## config.mk

```make
export PLATFORM = sky130hd
export DESIGN_NAME = logo_motion_scheduler
export DESIGN_NICKNAME = d
export VERILOG_FILES = /design/src/rtl/logo_motion_scheduler.sv
export SDC_FILE = /design/constraint.sdc
export NUM_CORES = 1
export LEC_CHECK = 0
export ABC_AREA = 0
export BUFFER_PORTS_ARGS = -buffer_cell sky130_fd_sc_hd__buf_2
export CORE_UTILIZATION = 55
export CTS_CLUSTER_DIAMETER = 80
export CTS_CLUSTER_SIZE = 12
export DETAILED_ROUTE_END_ITERATION = 12
export GPL_TIMING_DRIVEN = 1
export PLACE_DENSITY = 0.78
export SLEW_MARGIN = 20
export SYNTH_ARGS = -nofsm -noshare
export SYNTH_HDL_FRONTEND = slang
export SYNTH_SLANG_ARGS = --single-unit
```

## constraint.sdc

```tcl
create_clock -name clk -period 3.1 [get_ports clk]
set_input_delay 0.62 -clock clk [delete_from_list [all_inputs] [get_ports clk]]
set_output_delay 0.62 -clock clk [all_outputs]
set_load 0.005 [all_outputs]
```

## src/rtl/logo_motion_scheduler.sv

```systemverilog
// logo_motion_scheduler
// Per-frame motion controller for the bouncing-logo sprite. On each accepted
// frame_start the inputs are snapshotted, X and Y are computed into shadow
// registers over two cycles, and everything is committed together in a single
// cycle so the pixel path only ever sees frame-stable position and colour.
// Build option: define CORNER_HIT_EN to add the corner_hit output. A corner
// hit (both axes bouncing in the same frame) then advances the colour by 4.
module logo_motion_scheduler #(
    parameter int LOGO_SIZE      = 128,
    parameter int DISPLAY_WIDTH  = 640,
    parameter int DISPLAY_HEIGHT = 480,
    parameter int IDLE_FRAMES    = 600
) (
    input  logic       clk,
    input  logic       reset,
    input  logic       frame_start,
    input  logic       pause,
    input  logic [1:0] speed,
    input  logic       pad_up,
    input  logic       pad_down,
    input  logic       pad_left,
    input  logic       pad_right,
    input  logic       pad_start,
    output logic [9:0] logo_left,
    output logic [8:0] logo_top,
    output logic [2:0] color_index,
    output logic       manual_mode,
    output logic       bounce,
    output logic       update_done
`ifdef CORNER_HIT_EN
    ,
    output logic       corner_hit
`endif
);

    localparam logic [10:0] X_MAX = 11'(DISPLAY_WIDTH - LOGO_SIZE);
    localparam logic [10:0] Y_MAX = 11'(DISPLAY_HEIGHT - LOGO_SIZE);
    localparam int          CNT_W = $clog2(IDLE_FRAMES + 1);

    typedef enum logic [1:0] {
        ST_IDLE   = 2'd0,
        ST_CALC_X = 2'd1,
        ST_CALC_Y = 2'd2,
        ST_COMMIT = 2'd3
    } state_t;

    // One axis step. Returns {new_pos[9:0], new_dir, bounced}.
    // inc is the pad that moves the axis towards lim, dec the one towards 0;
    // dec wins the direction override when both are held in auto mode.
    function automatic logic [11:0] axis_next(
        input logic [10:0] pos,
        input logic        dir,
        input logic [10:0] step,
        input logic [10:0] lim,
        input logic        man,
        input logic        inc,
        input logic        dec
    );
        logic signed [10:0] p;
        logic signed [10:0] s;
        logic signed [10:0] m;
        logic signed [10:0] n;
        logic               d;
        logic               b;
        p = signed'(pos);
        s = signed'(step);
        m = signed'(lim);
        d = dir;
        b = 1'b0;
        if (man) begin
            if (inc && !dec) begin
                n = p + s;
            end else if (dec && !inc) begin
                n = p - s;
            end else begin
                n = p;
            end
            if (n > m) begin
                n = m;
            end else if (n < 11'sd0) begin
                n = 11'sd0;
            end else begin
                b = 1'b0;
            end
        end else begin
            if (dec) begin
                d = 1'b0;
            end else if (inc) begin
                d = 1'b1;
            end else begin
                d = dir;
            end
            if (d) begin
                n = p + s;
            end else begin
                n = p - s;
            end
            if (d && (n >= m)) begin
                n = m;
                d = 1'b0;
                b = 1'b1;
            end else if (!d && (n <= 11'sd0)) begin
                n = 11'sd0;
                d = 1'b1;
                b = 1'b1;
            end else begin
                b = 1'b0;
            end
        end
        return {n[9:0], d, b};
    endfunction

    state_t           state_r;
    state_t           state_next;

    logic             snap_pause_r;
    logic [1:0]       snap_speed_r;
    logic             snap_up_r;
    logic             snap_down_r;
    logic             snap_left_r;
    logic             snap_right_r;
    logic             snap_start_r;
    logic             start_prev_r;

    logic             dir_x_r;
    logic             dir_y_r;
    logic [9:0]       x_sh_r;
    logic [8:0]       y_sh_r;
    logic             dir_x_sh_r;
    logic             dir_y_sh_r;
    logic             bx_r;
    logic             by_r;
    logic [CNT_W-1:0] idle_cnt_r;

    logic [10:0]      step_s;
    logic [11:0]      x_res_s;
    logic [11:0]      y_res_s;
    logic [8:0]       y_top_s;
    logic             any_pad_s;

    assign step_s    = {9'd0, snap_speed_r} + 11'd1;
    assign any_pad_s = snap_up_r | snap_down_r | snap_left_r | snap_right_r;

    // Candidate next position/direction for each axis from the snapshot
    always_comb begin
        x_res_s = axis_next({1'b0, logo_left}, dir_x_r, step_s, X_MAX,
                            manual_mode, snap_right_r, snap_left_r);
        y_res_s = axis_next({2'b00, logo_top}, dir_y_r, step_s, Y_MAX,
                            manual_mode, snap_down_r, snap_up_r);
        y_top_s = 9'(y_res_s[11:2]);
    end

    // Sequencer state register
    always_ff @(posedge clk or posedge reset) begin
        if (reset) begin
            state_r <= ST_IDLE;
        end else begin
            state_r <= state_next;
        end
    end

    // Sequencer next state: frame_start is only honoured while idle
    always_comb begin
        state_next = state_r;
        case (state_r)
            ST_IDLE: begin
                if (frame_start) begin
                    state_next = ST_CALC_X;
                end else begin
                    state_next = ST_IDLE;
                end
            end
            ST_CALC_X: state_next = ST_CALC_Y;
            ST_CALC_Y: state_next = ST_COMMIT;
            ST_COMMIT: state_next = ST_IDLE;
            default:   state_next = ST_IDLE;
        endcase
    end

    // Snapshot inputs, build shadow results, then commit them in one cycle
    always_ff @(posedge clk or posedge reset) begin
        if (reset) begin
            snap_pause_r <= 1'b0;
            snap_speed_r <= 2'd0;
            snap_up_r    <= 1'b0;
            snap_down_r  <= 1'b0;
            snap_left_r  <= 1'b0;
            snap_right_r <= 1'b0;
            snap_start_r <= 1'b0;
            start_prev_r <= 1'b0;
            dir_x_r      <= 1'b1;
            dir_y_r      <= 1'b0;
            x_sh_r       <= 10'd0;
            y_sh_r       <= 9'd0;
            dir_x_sh_r   <= 1'b0;
            dir_y_sh_r   <= 1'b0;
            bx_r         <= 1'b0;
            by_r         <= 1'b0;
            idle_cnt_r   <= {CNT_W{1'b0}};
            logo_left    <= 10'd200;
            logo_top     <= 9'd200;
            color_index  <= 3'd0;
            manual_mode  <= 1'b0;
            bounce       <= 1'b0;
            update_done  <= 1'b0;
`ifdef CORNER_HIT_EN
            corner_hit   <= 1'b0;
`endif
        end else begin
            bounce      <= 1'b0;
            update_done <= 1'b0;
`ifdef CORNER_HIT_EN
            corner_hit  <= 1'b0;
`endif
            case (state_r)
                ST_IDLE: begin
                    if (frame_start) begin
                        snap_pause_r <= pause;
                        snap_speed_r <= speed;
                        snap_up_r    <= pad_up;
                        snap_down_r  <= pad_down;
                        snap_left_r  <= pad_left;
                        snap_right_r <= pad_right;
                        snap_start_r <= pad_start;
                    end
                end
                ST_CALC_X: begin
                    if (snap_pause_r) begin
                        x_sh_r     <= logo_left;
                        dir_x_sh_r <= dir_x_r;
                        bx_r       <= 1'b0;
                    end else begin
                        x_sh_r     <= x_res_s[11:2];
                        dir_x_sh_r <= x_res_s[1];
                        bx_r       <= x_res_s[0];
                    end
                end
                ST_CALC_Y: begin
                    if (snap_pause_r) begin
                        y_sh_r     <= logo_top;
                        dir_y_sh_r <= dir_y_r;
                        by_r       <= 1'b0;
                    end else begin
                        y_sh_r     <= y_top_s;
                        dir_y_sh_r <= y_res_s[1];
                        by_r       <= y_res_s[0];
                    end
                end
                ST_COMMIT: begin
                    logo_left   <= x_sh_r;
                    logo_top    <= y_sh_r;
                    dir_x_r     <= dir_x_sh_r;
                    dir_y_r     <= dir_y_sh_r;
                    bounce      <= bx_r | by_r;
                    update_done <= 1'b1;
`ifdef CORNER_HIT_EN
                    corner_hit  <= bx_r & by_r;
                    if (bx_r && by_r) begin
                        color_index <= color_index + 3'd4;
                    end else if (bx_r || by_r) begin
                        color_index <= color_index + 3'd1;
                    end
`else
                    if (bx_r || by_r) begin
                        color_index <= color_index + 3'd1;
                    end
`endif
                    // A start edge toggles the mode and overrides the timeout.
                    start_prev_r <= snap_start_r;
                    if (snap_start_r && !start_prev_r) begin
                        manual_mode <= ~manual_mode;
                        idle_cnt_r  <= {CNT_W{1'b0}};
                    end else if (manual_mode && !snap_pause_r) begin
                        if (any_pad_s) begin
                            idle_cnt_r <= {CNT_W{1'b0}};
                        end else if (idle_cnt_r == CNT_W'(IDLE_FRAMES - 1)) begin
                            manual_mode <= 1'b0;
                            idle_cnt_r  <= {CNT_W{1'b0}};
                        end else begin
                            idle_cnt_r <= idle_cnt_r + CNT_W'(1);
                        end
                    end
                end
                default: begin
                    bounce <= 1'b0;
                end
            endcase
        end
    end

endmodule

```

==> flow_summary.yaml, run 1 <==
yosys:
  synth_flop_cell: "dfrtp_1"
  synthTopCellsByArea: "dfrtp_1 31%, mux2_2 5.7%, ha_1 4.8%, o21ai_0 3.9%, dfstp_2 3.6%"
  synth_top_family_by_area: "compound AO/OA/AOI/OAI gates"
  ys_ff_latch: 71
  yosys_warnings: 0
  synthAdderAreaFrac_pct: 6.380
  syn_nets: 604
  avgSynthCellArea_sq_um: 9.099
  synth_edf_count: 0
  synth-async-reset-ratio_pct: 100.0
  synth_compound_area_share_pct: 22.06
  netlist_area_sq_um: 5177
  synth-seq-area-share_pct: 34.49
  netlist-cell-type-count: 73
  synth_simple_gate_area_share_pct: 19.91
  synth_top_area_share_pct: 30.93
  synthCells: 569
  synth_top_cell_by_area: "dfrtp_1"
  muxShareOfSynthArea_pct: 6.718
  synth_xor_xnor_area_share_pct: 5.897
sta:
  setup_slack_ps: -31.39
  hold_viol_final: 0
  setup_viol: 2
  max_clock_freq_mhz: 319.3
  slew_headroom_pct: 48.49
  period_minus_slack_ps: 3131
  fin_crit_sh_pct: 101.0
  tightest_slew_ps: 771.1
  holdWs_ps: 345.0
  rsz0062_at_grt: "yes"
  fin_worst_skew_ps: 13.47
  finalMaxSlewViolations: 0
floorplan:
  core_sq_um: 9196
  die_h_microns: 99.03
  rows: 35
  die_area_sq_um: 9806
  ios: 36
  start_util_pct: 56.30
  die_w_microns: 99.03
setup_path:
  worstSetupEndpointType: "flip-flop"
  cpMaxStageDelayCell: "dfrtp_1"
  max_stage_delay_ps: 420
  worstPathArrival_ps: 3400
  crit_fanout: 8
  crit_required_ps: 3370
  startpoint_type: "flip-flop"
  crit_type: "flip-flop to flip-flop"
  crit_chain: "ha_4, buf_4, fa_2, nor2b_2, buf_4, o211ai_1, o22ai_4, xor2_2, o31ai_2, buf_4, or3_1, a31oi_1"
  crit_top_cell: "buf_4"
finish:
  fillers: 683
  antenna_cells: 0
  final_nets: 685
  drive_gt1_share_pct: 35.27
  multiInputGateArea_sq_um: 3457
  area_growth_pct: 23.08
  fin_util_pct: 69.29
  seq_area_sq_um: 1785
clock_network:
  cts_tree: "yes"
  cts_root_buffer: "clkbuf_8"
  cts.sinks: 71
  cts_hold_buffers: 0
  clk_path_buf_depth: 2
  clkTransAtPathRegs_ps: 90
  h-tree-depth: 3
  cts_inserted_buffers: 9
  worst_skew_pair.late_latency_ps: 360
detailed_routing:
  totalWireLength_mm: 15.21
  vias_per_cell: 6.574
  dr.pass1.iters: 6
  drc_errors: 0
  vias: 5036
  drt_iter0_markers: 440
  wl_per_cell_microns: 19.86
  ant_nets: 0
flow_run:
  maxCapViolations: 0
place:
  portBuffers: 35
  hpwl_mm: 10.19
  routabilityCongestion: 0.9718
global_route:
  grt_overflow_total: 0
  grt_pass1_vias: 4645
  grt_max_degree: 42
  grt_pass1_wl_mm: 23.58
  antenna_found_initial: 0
  gr-usage-all-layers_pct: 30.71
status:
  status: "finished, violations left"
  violations: "negative setup slack"
worst_hold_path:
  hold_class: "input pin to asynchronous set/reset pin"
[synth_stat cells (all sizes together) (5+ instances only)]
cell / number
a211oi: 5
a21oi: 22
a22oi: 6
a31oi: 15
a32oi: 10
and3: 6
buf: 16
clkbuf: 17
dfrtp: 64
dfstp: 7
ha: 20
inv: 21
mux2: 27
nand2: 38
nand2b: 11
nand3: 12
nand3b: 6
nand4: 6
nor2: 47
nor2b: 11
nor3: 20
nor4: 8
o211ai: 5
o21a: 5
o21ai: 41
o21bai: 5
o22ai: 7
or2: 10
or3: 5
xnor2: 20
xor2: 14
[cell type report]
cell class,instances,share of cell area [%]
clock buffers,9,1.944
clock inverters,7,1.257
inverters,22,1.394
multi-input cells,443,54.25
flip-flops and latches,71,28.02
well taps,111,2.179
repair buffers,103,10.96
[worst max-delay path, delay by kind of cell, from the launching register on]
| kind | cells | cell delay (ps) |
|---|---|---|
| AOI/OAI and AO/OA | 4 | 820 |
| xor gates and xnor gates | 1 | 220 |
| adders and majority gates | 2 | 630 |
| buffers and inverters | 3 | 460 |
| DFF | 1 | 420 |
| and+or+nand+nor | 2 | 490 |
[cell usage in the layout, fill, tap and decap left out, drive strengths merged, types with 5 or more instances in the layout]
| cell type | n |
|---|---|
| nand3 | 12 |
| xor2 | 14 |
| nand2 | 38 |
| nand2b | 11 |
| a32oi | 10 |
| a211oi | 5 |
| nand3b | 6 |
| a31oi | 15 |
| o21ai | 41 |
| or2 | 10 |
| and3 | 6 |
| o21a | 5 |
| nand4 | 6 |
| a22oi | 6 |
| clkbuf | 9 |
| o22ai | 7 |
| or3 | 5 |
| dfstp | 7 |
| nor4 | 8 |
| nor2b | 11 |
| xnor2 | 20 |
| ha | 20 |
| dfrtp | 64 |
| o21bai | 5 |
| o211ai | 5 |
| nor3 | 20 |
| buf | 103 |
| mux2 | 27 |
| a21oi | 22 |
| nor2 | 47 |
| inv | 23 |
[sequential cells by signal, summed over array words and instances (netlist names), 2 cells and up]
signal	flops
color_index	3
snap_speed_r	2
y_sh_r	9
logo_left	10
idle_cnt_r	10
x_sh_r	10
state_r	2
logo_top	9
[per-layer routing]
| layer | routed length, microns | track usage [%] |
|---|---|---|
| met1 | 6216 | 40.39 |
| met2 | 7318 | 50.56 |
| met3 | 1099 | 5.248 |
| met4 | 579 | 12.06 |
| met5 | 0 | 0 |
[metrics by stage]
stage	setup WS (ps)	TNS (ps)	area (sq um)	instances
2_1_floorplan	84.73	0	5177	569
3_3_place_gp	-78.30	-534.6	5779	739
3_5_place_dp	-224.6	-2024	5779	739
4_1_cts	0.5187	0	6043	756
5_1_grt	-114.6	-743.4	6372	766
6_report	-31.39	-37.04	6372	766
[kinds of logic after synthesis]
family	Yosys count
simple gates	196
buf+inv	55
compound gates	158
xor+xnor	34
flops	71
fa+ha+maj	24
mux	31
[worst paths after layout]
kind	slack (ps)	cells after the start	startpoint	end
worst max register to register	-30	12	snap_speed_r[1]$_DFFE_PP0P_	x_sh_r[3]$_DFFE_PP0N_
worst max-delay path	-30	12	snap_speed_r[1]$_DFFE_PP0P_	x_sh_r[3]$_DFFE_PP0N_
worst min-delay path	350	2	reset	color_index[2]$_DFFE_PP0P_
max in group asynchronous	2020	3	reset	logo_top[3]$_DFFE_PP1P_
min in group clk	470	1	color_index[2]$_DFFE_PP0P_	color_index[2]$_DFFE_PP0P_
worst min register to register	470	1	color_index[2]$_DFFE_PP0P_	color_index[2]$_DFFE_PP0P_
[repair_timing]
action,CTS,global route
buffers inserted,1,10
hold endpoints to repair,0,0
endpoints found under the setup margin,21,22
pin swaps,6,34
resized for setup,13,56
Power of run 1 is left out: the tool's default activity adds up to more than one toggle a clock period on the data nets, which glitch-free logic cannot reach.
==> run 2: changes to the inputs <==
ABC_AREA = 1   (was 0)
PLACE_DENSITY = 0.77   (was 0.78)
==> flow_summary.yaml, run 2 <==
setup_path:
  crit_type: "flip-flop to flip-flop"
  rr_worst_depth: 17
  max_stage_delay_ps: 410
  cpMaxStageDelayCell: "fa_1"
  worstPathArrival_ps: 3150
  crit_top_cell: "nand2_1"
  worstSetupEndpointType: "flip-flop"
  crit_fanout: 5
  crit_required_ps: 3340
  crit_chain: "ha_2, inv_2, fa_1, nand2_1, nand2_1, nor2_1, nand2_1, nand2_1, nand2_1, nand2_1, nor2_1, nand3_1, nand2_2, nor2_1, o21ai_0, o211ai_1, nand2_1"
  startpoint_type: "flip-flop"
clock_network:
  cts_root_buffer: "clkbuf_8"
  worst_skew_pair.late_latency_ps: 370
  cts.sinks: 71
  h-tree-depth: 3
  clkTransAtPathRegs_ps: 100
  cts_hold_buffers: 0
  postCtsSetupBuffers: 0
  cts_inserted_buffers: 9
  clk_path_buf_depth: 2
  cts_tree: "yes"
yosys:
  yosys-top-cells-count: "272 x nand2_1, 107 x nor2_1, 94 x nand3_1, 70 x inv_1, 64 x dfrtp_1"
  synth-seq-area-share_pct: 31.79
  ys_ff_latch: 71
  syn_nets: 892
  synth_flop_cell: "dfrtp_1"
  synth_simple_gate_area_share_pct: 41.97
  synthTopCellsByArea: "dfrtp_1 29%, nand2_1 18%, nand3_1 8.4%, nor2_1 7.2%, inv_1 4.7%"
  netlist_area_sq_um: 5617
  synth_xor_xnor_area_share_pct: 0.6237
  synthCells: 857
  synth_edf_count: 0
  synth_top_cell_by_area: "dfrtp_1"
  avgSynthCellArea_sq_um: 6.554
  synth_top_family_by_area: "simple AND/OR/NAND/NOR gates"
  netlist-cell-type-count: 49
  yosys_warnings: 0
  synthAdderAreaFrac_pct: 5.881
  synth_top_area_share_pct: 28.51
  muxShareOfSynthArea_pct: 0.6015
  synth-async-reset-ratio_pct: 100.0
  synth_compound_area_share_pct: 10.78
  synth.most_common_cell: "nand2_1"
finish:
  final_common_cell: "nand2_1"
  fillers: 967
  final_nets: 925
  top_regs: "idle_cnt_r (10), logo_left (10), x_sh_r (10)"
  antenna_cells: 0
  fin_util_pct: 62.74
  drive_gt1_share_pct: 15.75
  final_cell_mix: "269 x nand2_1, 107 x nor2_1, 92 x nand3_1"
  area_growth_pct: 9.690
floorplan:
  die_area_sq_um: 10620
  start_util_pct: 57.20
  die_h_microns: 103.1
  die_w_microns: 103.1
  core_sq_um: 9819
  rows: 36
  ios: 36
sta:
  period_minus_slack_ps: 2910
  setup_viol: 0
  setup_slack_ps: 190.1
  tightest_slew_ps: 1093
  fin_worst_skew_ps: 20.55
  slew_headroom_pct: 26.63
  tns_ps: 0
  max_clock_freq_mhz: 343.7
  finalMaxSlewViolations: 0
  rsz0062_at_grt: "yes"
  fin_crit_sh_pct: 93.87
  hold_viol_final: 0
status:
  status: "completed"
detailed_routing:
  vias: 5858
  drt_iter0_markers: 507
  dr.pass1.iters: 7
  wl_per_cell_microns: 16.51
  ant_nets: 0
  totalWireLength_mm: 16.97
  drc_errors: 0
  vias_per_cell: 5.698
global_route:
  grt_pass1_wl_mm: 26.92
  grt_overflow_total: 0
  gr-usage-all-layers_pct: 33.86
  antenna_found_initial: 1
  grt_max_degree: 34
  grt_pass1_vias: 5346
place:
  place_worst_setup_slack_ps: 123.1
  portBuffers: 35
  hpwl_mm: 12.83
  routabilityCongestion: 1.039
flow_run:
  maxCapViolations: 0
worst_hold_path:
  hold_class: "input pin to asynchronous set/reset pin"
## run 2: cell types whose count changed after synthesis, moves of 17 or more
cell     delta
inv_2      +17
xnor2_1    -17
a21oi_1    +24
nand2_1   +234
inv_1      +49
nand3_1    +82
nor2_1     +60
mux2_2     -23
## run 2: through the flow
step                hold WS, ps  instances  instance area [sq um]
CTS                       289.2       1028                   6135
global route              311.8       1028                   6161
global placement          458.6       1012                   5904
finish                    273.2       1028                   6161
floorplan                 443.9        857                   5617
detailed placement        464.8       1012                   5904
## run 2: worst max-delay path: cells and delay by family (launching register included)
family | cells | cell delay (ps)
flops | 1 | 390
fa+ha+maj | 2 | 780
buf+inv | 1 | 80
compound gates | 2 | 280
simple gates | 12 | 1250
## run 2: metal layers
metal  part of all wire [%]  track usage (%)  vias to the layer above
li1                       -                -                     2827
met1                     46            49.36                     2678
met2                     42            49.38                      318
met3                    9.5            8.746                       33
met4                    1.7            9.642                        2
met5                  0.059                0                        -
## run 2: kinds of logic (layout without fill, tap and decap cells)
| kind of cell | after synthesis | count (layout) |
|---|---|---|
| XOR/XNOR | 4 | 4 |
| AO/OA/AOI/OAI | 106 | 106 |
| flip-flops | 71 | 71 |
| AND/OR/NAND/NOR | 536 | 536 |
| buffers and inverters | 113 | 151 |
| adder cells (fa/ha/maj) | 24 | 24 |
| multiplexers | 3 | 3 |
## run 2: worst paths after layout
path	end	slack [ps]	from
worst max-delay path	dir_y_sh_r$_DFFE_PP0P_	190	snap_speed_r[0]$_DFFE_PP0P_
worst min-delay path	idle_cnt_r[3]$_DFFE_PP0P_	270	reset
worst max register to register	dir_y_sh_r$_DFFE_PP0P_	190	snap_speed_r[0]$_DFFE_PP0P_
worst min register to register	logo_left[4]$_DFFE_PP0P_	480	x_sh_r[4]$_DFFE_PP0N_
max in group asynchronous	logo_top[3]$_DFFE_PP1P_	2010	reset
min in group clk	logo_left[4]$_DFFE_PP0P_	480	x_sh_r[4]$_DFFE_PP0N_
## run 2: cell type report
type / instances / area [sq um] / area share, %
Inverter: 91 / 347.8 / 5.646
Multi-Input combinational cell: 673 / 3388 / 55.00
Tap cell: 133 / 166.4 / 2.701
Timing Repair Buffer: 44 / 242.7 / 3.940
Clock buffer: 10 / 137.6 / 2.234
Sequential cell: 71 / 1785 / 28.98
Clock inverter: 6 / 92.59 / 1.503
## run 2: what timing repair did
item,in CTS,in global routing
setup endpoints to repair,0,20
endpoints found under the hold margin,0,0
resized for setup,0,10
Power of run 2 is left out for the same reason.
==> run 3: changes to the inputs <==
CELL_PAD_IN_SITES_DETAIL_PLACEMENT = 1   (was not set)
CELL_PAD_IN_SITES_GLOBAL_PLACEMENT = 2   (was not set)
CORE_UTILIZATION = 31   (was 55)
PLACE_DENSITY = 0.78   (was 0.77)
==> flow_summary.yaml, run 3 (synthesis results as in run 2) <==
floorplan:
  start_util_pct: 32.14
  core_sq_um: 17480
  rows: 48
  ios: 36
  die_area_sq_um: 18660
  die_h_microns: 136.6
  die_w_microns: 136.6
clock_network:
  clk_path_buf_depth: 2
  clkTransAtPathRegs_ps: 70
  worst_skew_pair.late_latency_ps: 350
  cts.sinks: 71
  cts_root_buffer: "clkbuf_16"
  h-tree-depth: 3
  cts_hold_buffers: 0
  cts_inserted_buffers: 9
  cts_tree: "yes"
detailed_routing:
  routed.top_layer: "met4"
  totalWireLength_mm: 19.03
  vias: 5608
  wl_per_cell_microns: 16.96
  ant_nets: 0
  drt_iter0_markers: 314
  route.met2.wl_mm: 7.965
  vias_per_cell: 4.998
  wl_met3_microns: 687
  drc_errors: 0
  met1_length_mm: 10.15
  dr.pass1.iters: 5
finish:
  drive_gt1_share_pct: 16.39
  top_regs: "idle_cnt_r (10), logo_left (10), x_sh_r (10)"
  final_cell_mix: "268 x nand2_1, 106 x nor2_1, 93 x nand3_1"
  antenna_cells: 0
  seq_area_sq_um: 1785
  final_nets: 927
  area_growth_pct: 13.68
  multiInputGateArea_sq_um: 3407
  final_common_cell: "nand2_1"
  final_cells: 1122
  fillers: 2305
  final_area_sq_um: 6385
place:
  hpwl_mm: 14.83
  post_dp_cell_area_sq_um: 6021
  dp_cells: 1104
  portBuffers: 35
  routabilityCongestion: 0.8361
setup_path:
  endpoint: "y_sh_r[5]$_DFFE_PP0P_"
  rr_worst_depth: 14
  r2r_end: "y_sh_r[5]$_DFFE_PP0P_"
  max_stage_delay_ps: 540
  reg2reg_slack_ps: 230
  crit_chain: "ha_4, buf_4, fa_1, or2_2, nand3_1, nand2_1, nor2_1, nand3_1, nor2_1, nand2_1, nand4_1, nand2_1, nor2_1, nor2_1"
  cpMaxStageDelayCell: "fa_1"
  startpoint_type: "flip-flop"
  cp_num_buf_inv: 1
  worstPathArrival_ps: 3100
  worstSetupEndpointType: "flip-flop"
  setup.worst_path.start: "snap_speed_r[1]$_DFFE_PP0P_"
  cpLargestDelayFamily: "simple AND/OR/NAND/NOR gates"
  crit_fanout: 5
  crit_type: "flip-flop to flip-flop"
  timing.rr.start: "snap_speed_r[1]$_DFFE_PP0P_"
  crit_required_ps: 3330
  crit_top_cell: "nor2_1"
  path_depth: 14
global_route:
  grt_overflow_total: 0
  grt_max_degree: 46
  grt_pass1_vias: 5646
  grt_pass1_wl_mm: 31.23
  antenna_found_initial: 0
  gr-usage-all-layers_pct: 21.93
sta:
  holdWs_ps: 226.5
  slew_headroom_pct: 58.66
  rsz0062_at_grt: "no"
  period_minus_slack_ps: 2870
  fin_worst_skew_ps: 10.02
  tns_ps: 0
  setup_viol: 0
  max_clock_freq_mhz: 348.5
  hold_viol_final: 0
  fin_crit_sh_pct: 92.57
  tightest_slew_ps: 618.6
  finalMaxSlewViolations: 0
status:
  status: "completed"
flow_run:
  maxCapViolations: 0
pwr:
  finalPower_uw: 8688
  leakage_uw: 0.003171
  irDropWorstVdd_uv: 479.3
  p_per_area_nw_per_um2: 1361
worst_hold_path:
  hold_class: "input pin to asynchronous set/reset pin"
[run 3: changes by cell type in the layout (fill, tap and decap cells not counted), sizes merged]
cell and delta:
buf +2, clkinvlp -1, clkinv +4, bufinv -1, inv -3, clkbuf +1
[run 3: layout make-up]
cell class | count | area share, %
Clock buffer | 11 | 3.802
Clock inverter | 5 | 0.9014
Inverter | 91 | 5.526
Multi-Input combinational cell | 673 | 53.36
Sequential cell | 71 | 27.96
Tap cell | 225 | 4.409
Timing Repair Buffer | 46 | 4.037
[run 3: repair_timing]
| action | 4_1_cts | 5_1_grt |
|---|---|---|
| setup buffers | 0 | 2 |
| pin swaps | 0 | 1 |
| resized for setup | 1 | 14 |
| hold endpoints to repair | 0 | 0 |
| setup endpoints to repair | 5 | 22 |
[run 3: how the worst min path moves through the flow]
| stage | to | slack, ps | cells after the start |
|---|---|---|---|
| 6_report | snap_pause_r$_DFFE_PP0P_ | 230 | 2 |
| 2_1_floorplan | by_r$_DFFE_PP0P_ | 440 | 2 |
| 4_1_cts | snap_pause_r$_DFFE_PP0P_ | 240 | 2 |
| 3_3_place_gp | color_index[2]$_DFFE_PP0P_ | 460 | 1 |
| 5_1_grt | snap_pause_r$_DFFE_PP0P_ | 260 | 2 |
| 3_5_place_dp | color_index[2]$_DFFE_PP0P_ | 470 | 1 |
[run 3: report_power, final]
part / total [uW] / leakage [uW] / switching, uW / internal [uW]
combinational: 5800 / 0.00215 / 3890 / 1910
sequential: 1830 / 0.000877 / 491 / 1340
clock: 1060 / 0.000149 / 419 / 645
total: 8690 / 0.00317 / 4800 / 3890
[run 3: per-stage QoR]
step	setup WS (ps)	utilization, %
floorplan	507.8	-
global placement	49.58	34.45
detailed placement	-25.25	34.45
CTS	10.14	36.18
global route	8.545	36.53
finish	230.5	36.53
[run 3: metal layers]
layer | GRT usage, % | vias to the layer above
met4 | 5.679 | 0
met1 | 32.96 | 2658
met3 | 3.111 | 17
li1 | - | 2833
met5 | 0 | -
met2 | 32.43 | 100
Note: power is estimated with default switching activity, not from simulation.
